`config.mk`:
```
export PLATFORM = sky130hd
export DESIGN_NAME = aes_display_sequencer
export DESIGN_NICKNAME = d
export VERILOG_FILES = /design/src/rtl/aes_display_sequencer.sv
export SDC_FILE = /design/constraint.sdc
export NUM_CORES = 1
export LEC_CHECK = 0
export CORE_AREA = 3 3 204 206
export CTS_CLUSTER_DIAMETER = 30
export DETAILED_ROUTE_END_ITERATION = 8
export DIE_AREA = 0 0 207 209
export PLACE_DENSITY_LB_ADDON = 0.25
export SYNTH_ARGS = -nofsm -noshare
export SYNTH_HDL_FRONTEND = slang
export SYNTH_SLANG_ARGS = --single-unit
```
`constraint.sdc`:
```
create_clock -name clk -period 3.61 [get_ports clk]
set_input_delay 0.722 -clock clk [delete_from_list [all_inputs] [get_ports clk]]
set_output_delay 0.722 -clock clk [all_outputs]
set_load 0.01 [all_outputs]
```
`src/rtl/aes_display_sequencer.sv`:
```
// aes_display_sequencer: picks one of three 128-bit AES values (plaintext,
// key, ciphertext) by round-robin valid/ready arbitration, latches it for the
// seven-segment driver and steps a 32-bit page select on a dwell timer or a
// debounced push-button. A second button toggles a lock that refuses capture.
module aes_display_sequencer #(
    parameter int DWELL_CYCLES    = 200_000_000,
    parameter int DEBOUNCE_CYCLES = 1_000_000
) (
    input  logic         clk,
    input  logic         rst,
    input  logic [2:0]   src_valid,
    input  logic [383:0] src_data,
    output logic [2:0]   src_ready,
    input  logic         btn_next,
    input  logic         btn_lock,
    input  logic         auto_en,
    output logic [127:0] disp_data,
    output logic [2:0]   digit_sel,
    output logic [1:0]   src_id,
    output logic         has_data,
    output logic         locked
);
    localparam int DW_W = $clog2(DWELL_CYCLES);
    localparam int DB_W = $clog2(DEBOUNCE_CYCLES);
    localparam logic [DW_W-1:0] DW_MAX = DW_W'(DWELL_CYCLES - 1);
    localparam logic [DB_W-1:0] DB_MAX = DB_W'(DEBOUNCE_CYCLES - 1);

    // Button index 0 is "next page", index 1 is "toggle lock".
    localparam int BTN_NEXT = 0;
    localparam int BTN_LOCK = 1;

    typedef enum logic [1:0] {
        EMPTY  = 2'd0,
        SHOW   = 2'd1,
        LOCKED = 2'd2
    } state_t;

    state_t state, state_next;

    logic [1:0]      sync1, sync2, deb, pulse;
    logic [DB_W-1:0] cnt [2];

    logic [1:0]      last;
    logic [1:0]      c0, c1, c2;
    logic [1:0]      grant_idx;
    logic            xfer;
    logic [127:0]    grant_data;
    logic [1:0]      page;
    logic [DW_W-1:0] dwell;

    // Synchronize both buttons, accept a new level only after it has been
    // stable for DEBOUNCE_CYCLES samples, and emit a pulse on each press.
    always_ff @(posedge clk) begin
        if (rst) begin
            sync1 <= '0;
            sync2 <= '0;
            deb   <= '0;
            pulse <= '0;
            for (int i = 0; i < 2; i++) cnt[i] <= '0;
        end else begin
            sync1 <= {btn_lock, btn_next};
            sync2 <= sync1;
            for (int i = 0; i < 2; i++) begin
                pulse[i] <= 1'b0;
                if (sync2[i] == deb[i]) begin
                    cnt[i] <= '0;
                end else if (cnt[i] == DB_MAX) begin
                    cnt[i]   <= '0;
                    deb[i]   <= sync2[i];
                    pulse[i] <= sync2[i];
                end else begin
                    cnt[i] <= cnt[i] + 1'b1;
                end
            end
        end
    end

    // Control state register.
    always_ff @(posedge clk) begin
        if (rst) state <= EMPTY;
        else     state <= state_next;
    end

    // Round-robin grant starting after the last served source, plus next state.
    // A lock press in the same cycle as a transfer still lets the transfer land.
    always_comb begin
        state_next = state;
        xfer       = 1'b0;
        c0         = (last == 2'd2) ? 2'd0 : last + 2'd1;
        c1         = (c0 == 2'd2) ? 2'd0 : c0 + 2'd1;
        c2         = (c1 == 2'd2) ? 2'd0 : c1 + 2'd1;
        grant_idx  = c0;
        if (state != LOCKED) begin
            if (src_valid[c0]) begin
                grant_idx = c0;
                xfer      = 1'b1;
            end else if (src_valid[c1]) begin
                grant_idx = c1;
                xfer      = 1'b1;
            end else if (src_valid[c2]) begin
                grant_idx = c2;
                xfer      = 1'b1;
            end
        end
        src_ready = xfer ? (3'b001 << grant_idx) : 3'b000;
        unique case (state)
            EMPTY:   if (xfer) state_next = SHOW;
            SHOW:    if (pulse[BTN_LOCK]) state_next = LOCKED;
            LOCKED:  if (pulse[BTN_LOCK]) state_next = SHOW;
            default: state_next = EMPTY;
        endcase
    end

    // Slice of the granted source.
    always_comb begin
        grant_data = src_data[127:0];
        unique case (grant_idx)
            2'd1:    grant_data = src_data[255:128];
            2'd2:    grant_data = src_data[383:256];
            default: grant_data = src_data[127:0];
        endcase
    end

    // Capture and page stepping: transfer beats manual step beats dwell expiry.
    always_ff @(posedge clk) begin
        if (rst) begin
            disp_data <= '0;
            src_id    <= '0;
            last      <= 2'd2;
            page      <= '0;
            dwell     <= '0;
        end else if (xfer) begin
            disp_data <= grant_data;
            src_id    <= grant_idx;
            last      <= grant_idx;
            page      <= '0;
            dwell     <= '0;
        end else if (state == EMPTY) begin
            page  <= '0;
            dwell <= '0;
        end else if (pulse[BTN_NEXT]) begin
            page  <= page + 2'd1;
            dwell <= '0;
        end else if (auto_en) begin
            if (dwell == DW_MAX) begin
                page  <= page + 2'd1;
                dwell <= '0;
            end else begin
                dwell <= dwell + 1'b1;
            end
        end
    end

    assign digit_sel = {1'b0, page};
    assign has_data  = (state != EMPTY);
    assign locked    = (state == LOCKED);

endmodule
```
* Yosys cells after proc, flatten, opt, wreduce, memory -nomap -nowiden
Memory sizes are Yosys's and may differ from the RTL's.
Index checks and enable logic that the tools add are counted.
W data, S select, Z words.
** Operators by class
- $add $sub $neg :: 7
- Magnitude comparators :: 3
- Equality and inequality tests :: 16
- Shift-type cells :: 1
- Multiplexer cells :: 57
- Bitwise gates (word level) :: 10
- Reduce and logical (&&, ||, !) cells :: 12
** Operator list (number)
- $pmux W128 S2 :: 1
- $mux W20 :: 6
- $add A20 B1 Y20 const B :: 2
- $eq A20 B20 Y1 const B :: 2
- $mux W1 :: 31
- $add A28 B1 Y28 const B :: 1
- $eq A28 B28 Y1 const B :: 1
- $mux W28 :: 1
- $mux W2 :: 13
- $eq A2 B2 Y1 const B :: 5
- $lt A2 B3 Y1 const B :: 3
- $reduce_or A3 Y1 :: 3
- $add A2 B1 Y2 const B :: 4
- $bmux W1 S2 :: 3
- $ne A2 B2 Y1 const B :: 3
- $or A1 B1 Y1 :: 6
- $pmux W2 S3 :: 1
- $reduce_and A2 Y1 :: 3
- $reduce_bool A2 Y1 :: 3
- $eq A2 B1 Y1 const B :: 2
- $not A1 Y1 :: 4
- $reduce_or A4 Y1 :: 1
- $mux W3 :: 1
- $reduce_and A3 Y1 :: 1
- other kinds (4) :: 5
** Word-level totals
- Register bits after elaboration :: 172
- Bits in writable memories :: 40
- Input bits :: 392
- Output and inout bits :: 138
- Word-level logic and storage cells :: 119
- Memories kept :: 1
** Memories
- cnt :: words 2, width 20, read ports 2, clocked after memory_dff 0, wr ports 2, RTL line 41 : logic [DB_W-1:0] cnt [2];

* Longest topological paths before layout
Gate-level depths: netlist of run 1.
- Depth in word-level cells :: 14
- Gate-level depth with buffers :: 12
- Mapped depth without buffers :: 10

* Worst setup path after synthesis of run 1
Ideal clock, no wire load.
- Path type :: in2out
- Start :: in src_valid[0]
- End :: out src_ready[1]
- Arrival :: 2.086 ns
- Data required time :: 2.888 ns
- Setup slack :: 0.802 ns
- Stages on the path :: 9
- Buffers on the path :: 2
- Cell sequence :: nor2b_1 > a21oi_1 > o22ai_1 > nand2b_1 > and2_1 > ha_1 > clkbuf_1 > clkbuf_1 > and2_1
** Between the ends
- Cells in the longest elaborated chain, start to end :: 8
- Elaborated cells between the ends (all ways) :: 16
- Those cells by class :: 1 x shift; 15 x mux
** Ends and longest elaborated chain
- start, declared :: RTL line 11 : input logic [2:0] src_valid,
- $bmux W1 S2 :: RTL line 100 : end else if (src_valid[c2]) begin
- $mux W1 (implied by the code) :: RTL line 100
- $mux W2 :: RTL line 100
- $mux W2 :: RTL line 97 : end else if (src_valid[c1]) begin
- $mux W2 :: RTL line 94 : if (src_valid[c0]) begin
- $mux W2 :: RTL line 93 : if (state != LOCKED) begin
- $shl A1 B2 Y3 :: RTL line 105 : src_ready = xfer ? (3'b001 << grant_idx) : 3'b000;
- $mux W3 (*) :: RTL line 105
- end, declared :: RTL line 13 : output logic [2:0] src_ready,
Mark *: on every way between the ends. The rest lies on a longest branch, timed or not. The select of a mux whose other input is x is not followed.

* Worst setup path after layout of run 1
- Start :: in src_valid[1]
- End :: out src_ready[1]
** Between the ends
- Cells in the longest elaborated chain, start to end :: 8
- Elaborated cells between the ends (all ways) :: 16
- Those cells by class :: 1 x shift; 15 x mux
** Ends and longest elaborated chain
- $bmux W1 S2 :: RTL line 100
- $mux W1 (implied by the code) :: RTL line 100
- $mux W2 :: RTL line 100
- $mux W2 :: RTL line 97
- $mux W2 (*) :: RTL line 94
- $mux W2 (*) :: RTL line 93
- net grant_idx[0] :: RTL line 45 : logic [1:0] grant_idx;
- $shl A1 B2 Y3 (*) :: RTL line 105
- $mux W3 (*) :: RTL line 105
Mark *: on every way through the listed nets, which the timed path passes. The rest lies on a longest branch. The select of a mux whose other input is x is not followed.

==> results of run 1 <==
[logic make-up (layout without fill, tap and decap cells)]
group                      after synthesis  count (layout)  share of synthesized area [%]
muxes                                    2               2                          0.189
adders and majority gates                6               6                          0.708
other                                    2              59                         0.0708
buffers and inverters                  114             674                           4.28
DFF                                    211             211                           43.6
AOI/OAI and AO/OA                      407             407                           25.7
xor gates and xnor gates                63              63                           5.20
and+or+nand+nor                        493             493                           20.3
[repair_timing]
action,in CTS,in global routing
buffers inserted,0,1
setup endpoints to repair,0,2
gates resized for setup,0,1
[where the power goes]
part	switching (W)	internal (W)	total, W
registers	0.000138	0.00265	0.00279
logic	0.00101	0.00117	0.00217
clock network	0.00157	0.00407	0.00564
total	0.00272	0.00788	0.0106
[state kept, by name, summed over array words and instances (netlist names)]
signal and flops:
cnt 40, deb 2, disp_data 128, dwell 28, last 1, page 2, pulse 2, src_id 2
state 2, sync1 2, sync2 2
[Yosys cell counts, drive strengths merged (10+ instances only)]
master,n,area share [%]
nand2,291,10
and3,10,0.60
a21oi,136,6.4
xnor2,23,1.9
a22oi,128,9.1
xor2,40,3.3
buf,11,0.64
dfxtp,171,32
edfxtp,40,11
nand3,28,1.3
o211ai,128,9.1
clkbuf,98,3.5
nor2,88,3.2
nand4,17,1.0
nor3,14,0.66
[cell type report]
cell class	instances	area, µm²
antenna	18	45.0
clock buffer	96	2040
clock inverter	19	183
fill	3851	20900
inverter	5	18.8
multi-input combinational	1012	5720
sequential	211	4620
tap	525	657
timing repair buffer	554	5610
[metrics by stage]
stage	instance area [µm²]	worst slack [ns]	power, W	hold WS [ns]
6_report	18900	0.150	0.0106	0.425
5_1_grt	18900	0.00566	0.0111	0.448
4_1_cts	18800	0.0591	0.0108	0.428
3_5_place_dp	16600	0.0655	0.00501	0.438
3_3_place_gp	16600	0.0693	0.00499	0.428
2_1_floorplan	10800	0.802	0.00376	0.414
[how the worst min path moves through the flow]
stage / from / end / slack, ns / cells after the start
detailed placement: sync1[1] / sync2[1] / 0.44 / 1
finish: sync1[0] / sync2[0] / 0.42 / 1
global route: sync1[0] / sync2[0] / 0.45 / 1
floorplan: sync1[0] / sync2[0] / 0.41 / 1
global placement: sync1[0] / sync2[0] / 0.43 / 1
CTS: sync1[0] / sync2[0] / 0.43 / 1
[routing by layer]
metal / global-route usage (%) / vias up / wire length [µm]
met5: 0 / - / 28
met4: 10.8 / 4 / 1890
met1: 23.2 / 5443 / 18100
met2: 33.4 / 386 / 22800
met3: 8.02 / 115 / 3690
li1: - / 5793 / -
[worst register-to-register path, cell delays in order (launching register included)]
cell and delay (ns):
dfxtp_1 0.35, nand2b_1 0.23, inv_2 0.17, nor2_1 0.06
o32ai_1 0.30, inv_1 0.17, buf_4 0.17, ha_4 0.16
buf_12 0.17, a22oi_1 0.74, nand2_1 0.13, o211ai_1 0.10
a21oi_1 0.08
==> results by group, run 1 <==
Power
  – Pleak: 6.79 nW
  – Pwr dens: 561 nW/µm²
  – Peak VDD IR: 0.000292 V

Clock network
  – CTS Buf Count: 66
  – Clk root buf: clkbuf_16
  – Clk_lat worst skew: 0.55 ns
  – Clock-pin slew on the worst setup and hold paths: 0.04 ns
  – Total clock sinks: 211
  – CTS tree: built
  – Cts hold-fix bufs: 0
  – CTS H-tree depth: 3
  – Clock buffer depth: 3

Route
  – Vias per cell: 4.81
  – Final wirelength: 46.6 mm
  – # DRC: 0
  – WL/cell: 19.1 µm
  – Pre-antenna DRT Iters: 4
  – Initial DRC Count: 644
  – Antenna Nets Post-Route: 0
  – Routed via count: 11741

STA
  – Final Setup Violations: 0
  – Actual slew at the worst max-slew pin: 0.907 ns
  – Slew margin rel.: 39.5%
  – Final period util: 95.8%
  – Fmax: 289 MHz
  – Final min period: 3.46 ns
  – Final Hold Viols: 0
  – Worst Skew: 0.0210 ns
  – RSZ-0062 raised after global routing: false
  – Max-slew violations: 0
  – Setup TNS: 0 ns

Synth
  – Sequential area share after synthesis: 43.6%
  – Ys Warns: 0
  – FFs w/ async S/R, synth: 0%
  – Most used DFF post-synth: dfxtp_1
  – Post-synth EDFFs: 40
  – Synth Register Bits: 211
  – Synth Instances: 1298
  – Yosys cell types: 49
  – Post-Syn Area: 10600 µm²
  – Mean post-synth cell area: 8.17 µm²

GRT
  – Initial antenna violation count: 21
  – Grt total ovfl: 0
  – Gr usage total: 20.5%
  – First-pass GRT wire length: 69.6 mm
  – Largest net degree at the start of global routing: 129
  – Vias in the first global route: 11877

Worst setup path
  – R2R setup slack: 0.64 ns
  – Critical path depth in cells: 7
  – Critical path type: in2out
  – Crit path DAT: 2.74 ns
  – Reg2reg start: state[0]
  – Worst setup startpoint: src_valid[1]
  – Crit-path max cell delay: 0.61 ns
  – CP Max Fanout: 7
  – CP Buf/Inv Count: 3
  – Worst reg2reg path endpoint: disp_data[27]
  – Critical path cell sequence: clkdlybuf4s50_1 > nor2_1 > o32ai_1 > buf_4 > ha_4 > and2_1 > clkdlybuf4s50_1
  – Crit-path most repeated cell: clkdlybuf4s50_1
  – Setup crit end kind: primary output
  – Slowest CP cell: clkdlybuf4s50_1
  – Worst Setup EP: src_ready[1]
  – Critical path's top delay family: buffers and inverters
  – R2R cell count: 12
  – Worst Setup Start Kind: primary input
  – CP required: 2.89 ns

Min path
  – Worst hold-check path type: reg2reg

Floorplanning
  – FP Rows: 73
  – Die height: 209 µm
  – Initial Util: 26.6%
  – Core area: 39800 µm²
  – # IOs: 530
  – Chip width: 207 µm
  – DIE AREA: 43300 µm²

Placement
  – Routability-driven placement congestion ratio: 0.892
  – # port buffers: 528
  – Final HPWL DP: 33.6 mm
  – DP Cell Count: 2306

Layout
  – Non-Filler Instances: 2440
  – Post-layout util: 47.5%
  – Layout cell share with drive strength beyond 1: 7.91%
  – Commonest non-fill, non-tap cell in the layout: clkdlybuf4s50_1
  – P&R area growth vs syn: 78.2%
  – Highest-count cells in the layout ignoring fill and taps: clkdlybuf4s50_1 (526), nand2_1 (291), dfxtp_1 (171), a21oi_1 (136)
  – Nets: 2248

Run status
  – Status: finished clean

Flow run
  – # Max-Cap Violations: 0
No activity file was read; power rests on OpenSTA's default activity.
==> run 2, diff against run 1 <==
- CORE_AREA: 3 3 204 206 -> 2 2 209 211
- DIE_AREA: 0 0 207 209 -> 0 0 211 213
==> run 2 against run 1 <==
Compared with the run above: wire length shrank 2.9%; critical path type unchanged; clock skew down 0.00071 ns; total power fell by 0.32%; fmax is 0.60% higher; largest cell class unchanged; via count rose by 0.55%; worst setup slack better by 0.021 ns; critical endpoint is now src_ready[2].
==> results by group, run 2 (same netlist as run 1, synthesis figures left out) <==
Placement
  – # port buffers: 528
  – Dpl ws: -0.0432 ns
  – Final HPWL DP: 32.2 mm
  – Routability-driven placement congestion ratio: 0.837

Min path
  – Hold Path End: last[1]
  – WHS Path Cells: 2
  – Worst hold start: rst
  – Worst hold-check path type: in2reg

Layout
  – Layout cell share with drive strength beyond 1: 7.69%
  – Post-layout util: 44.2%
  – Biggest regs: disp_data: 128 flops, cnt: 40 flops, dwell: 28 flops
  – P&R area growth vs syn: 77.8%
  – Commonest non-fill, non-tap cell in the layout: clkdlybuf4s50_1
  – Highest-count cells in the layout ignoring fill and taps: clkdlybuf4s50_1 (527), nand2_1 (291), dfxtp_1 (171), a21oi_1 (136)
  – Nets: 2245
  – Max reg flops: 128
  – Biggest register: disp_data

Clock network
  – Clk_lat worst skew: 0.55 ns
  – Total clock sinks: 211
  – Clock-pin slew on the worst setup and hold paths: 0.04 ns
  – CTS tree: built
  – Clk root buf: clkbuf_16
  – CTS Buf Count: 67
  – CTS H-tree depth: 3
  – Clock buffer depth: 3
  – Postcts setup bufs: 0

Power
  – Pwr dens: 560 nW/µm²
  – Peak VDD IR: 0.000297 V
  – Pleak: 6.75 nW

STA
  – Worst Skew: 0.0203 ns
  – Actual slew at the worst max-slew pin: 0.992 ns
  – Final min period: 3.44 ns
  – Final Setup Violations: 0
  – Final setup margin: 0.171 ns
  – Slew margin rel.: 33.9%
  – Max-slew violations: 0
  – Fmax: 291 MHz
  – Final Hold Viols: 0
  – Final period util: 95.3%
  – Setup TNS: 0 ns
  – RSZ-0062 raised after global routing: false

Floorplanning
  – Core area: 42700 µm²
  – Die height: 213 µm
  – DIE AREA: 44900 µm²
  – Initial Util: 24.8%
  – # IOs: 530
  – Chip width: 211 µm
  – FP Rows: 76

Run status
  – Status: finished clean

GRT
  – Vias in the first global route: 11826
  – Initial antenna violation count: 4
  – Largest net degree at the start of global routing: 129
  – Grt total ovfl: 0
  – First-pass GRT wire length: 67.9 mm
  – Gr usage total: 19.5%

Route
  – Vias per cell: 4.82
  – Antenna Nets Post-Route: 0
  – Routed via count: 11805
  – Final wirelength: 45.2 mm
  – WL/cell: 18.5 µm
  – Pre-antenna DRT Iters: 5
  – Initial DRC Count: 689
  – # DRC: 0

Worst setup path
  – Critical path cell sequence: clkdlybuf4s50_1 > nand2b_1 > a31oi_1 > o32ai_2 > inv_2 > ha_4 > and2_1 > clkdlybuf4s50_1
  – Setup crit end kind: primary output
  – Crit path DAT: 2.72 ns
  – Worst reg2reg path endpoint: disp_data[41]
  – Crit-path most repeated cell: clkdlybuf4s50_1
  – CP Max Fanout: 7
  – Reg2reg start: state[0]
  – Slowest CP cell: clkdlybuf4s50_1
  – CP required: 2.89 ns
  – Critical path type: in2out
  – R2R setup slack: 0.90 ns
  – Worst Setup Start Kind: primary input
  – R2R cell count: 10
  – Crit-path max cell delay: 0.58 ns

Flow run
  – # Max-Cap Violations: 0
==> run 2: worst max path at each step <==
stage / cells past startpoint / start / end / slack, ns
2_1_floorplan: 9 / src_valid[0] / src_ready[1] / 0.80
3_3_place_gp: 7 / src_valid[1] / src_ready[2] / -0.03
3_5_place_dp: 7 / src_valid[1] / src_ready[2] / -0.04
4_1_cts: 8 / src_valid[2] / src_ready[2] / 0.1
5_1_grt: 7 / state[0] / src_ready[1] / 0.07
6_report: 8 / src_valid[2] / src_ready[2] / 0.17
==> run 2: what timing repair did <==
item / CTS / global route
endpoints found under the setup margin: 2 / 1
resized for setup: 1 / 1
hold buffers: 0 / 0
==> run 2: worst max-delay path, delay by kind of cell <==
kind / cells / cell delay, ns
AOI/OAI and AO/OA: 2 / 0.35
and+or+nand+nor: 2 / 0.22
buffers and inverters: 3 / 1.25
adders and majority gates: 1 / 0.16
==> run 2: stage by stage <==
stage | cell area [µm²] | hold WS (ns) | power, W | instances
after detailed placement | 16600 | 0.429 | 0.00499 | 2324
after global placement | 16600 | 0.436 | 0.00498 | 2324
after global routing | 18900 | 0.409 | 0.0111 | 2448
final | 18900 | 0.424 | 0.0106 | 2448
after floorplan | 10800 | 0.414 | 0.00376 | 1337
after CTS | 18900 | 0.384 | 0.0107 | 2445
==> run 2: layout make-up <==
cell class	instances	area, µm²
multi-input combinational	1012	5730
clock inverter	24	208
inverter	5	18.8
timing repair buffer	550	5590
antenna	3	7.51
tap	546	683
sequential	211	4620
fill	4201	23800
clock buffer	97	2010
==> run 2: metal layers <==
layer | global-route usage [%] | vias to the layer above | share of wire [%]
met5 | 0 | - | 0.029
met4 | 6.70 | 2 | 2.2
met3 | 7.40 | 72 | 7.4
met2 | 33.6 | 363 | 51
met1 | 22.2 | 5597 | 40
li1 | - | 5771 | -
==> run 2: report_power, final <==
part / switching, W / internal, W / leakage [nW]
Combinational: 0.00100 / 0.00116 / 3.84
Sequential: 0.000140 / 0.00265 / 1.82
Clock: 0.00161 / 0.00401 / 1.09
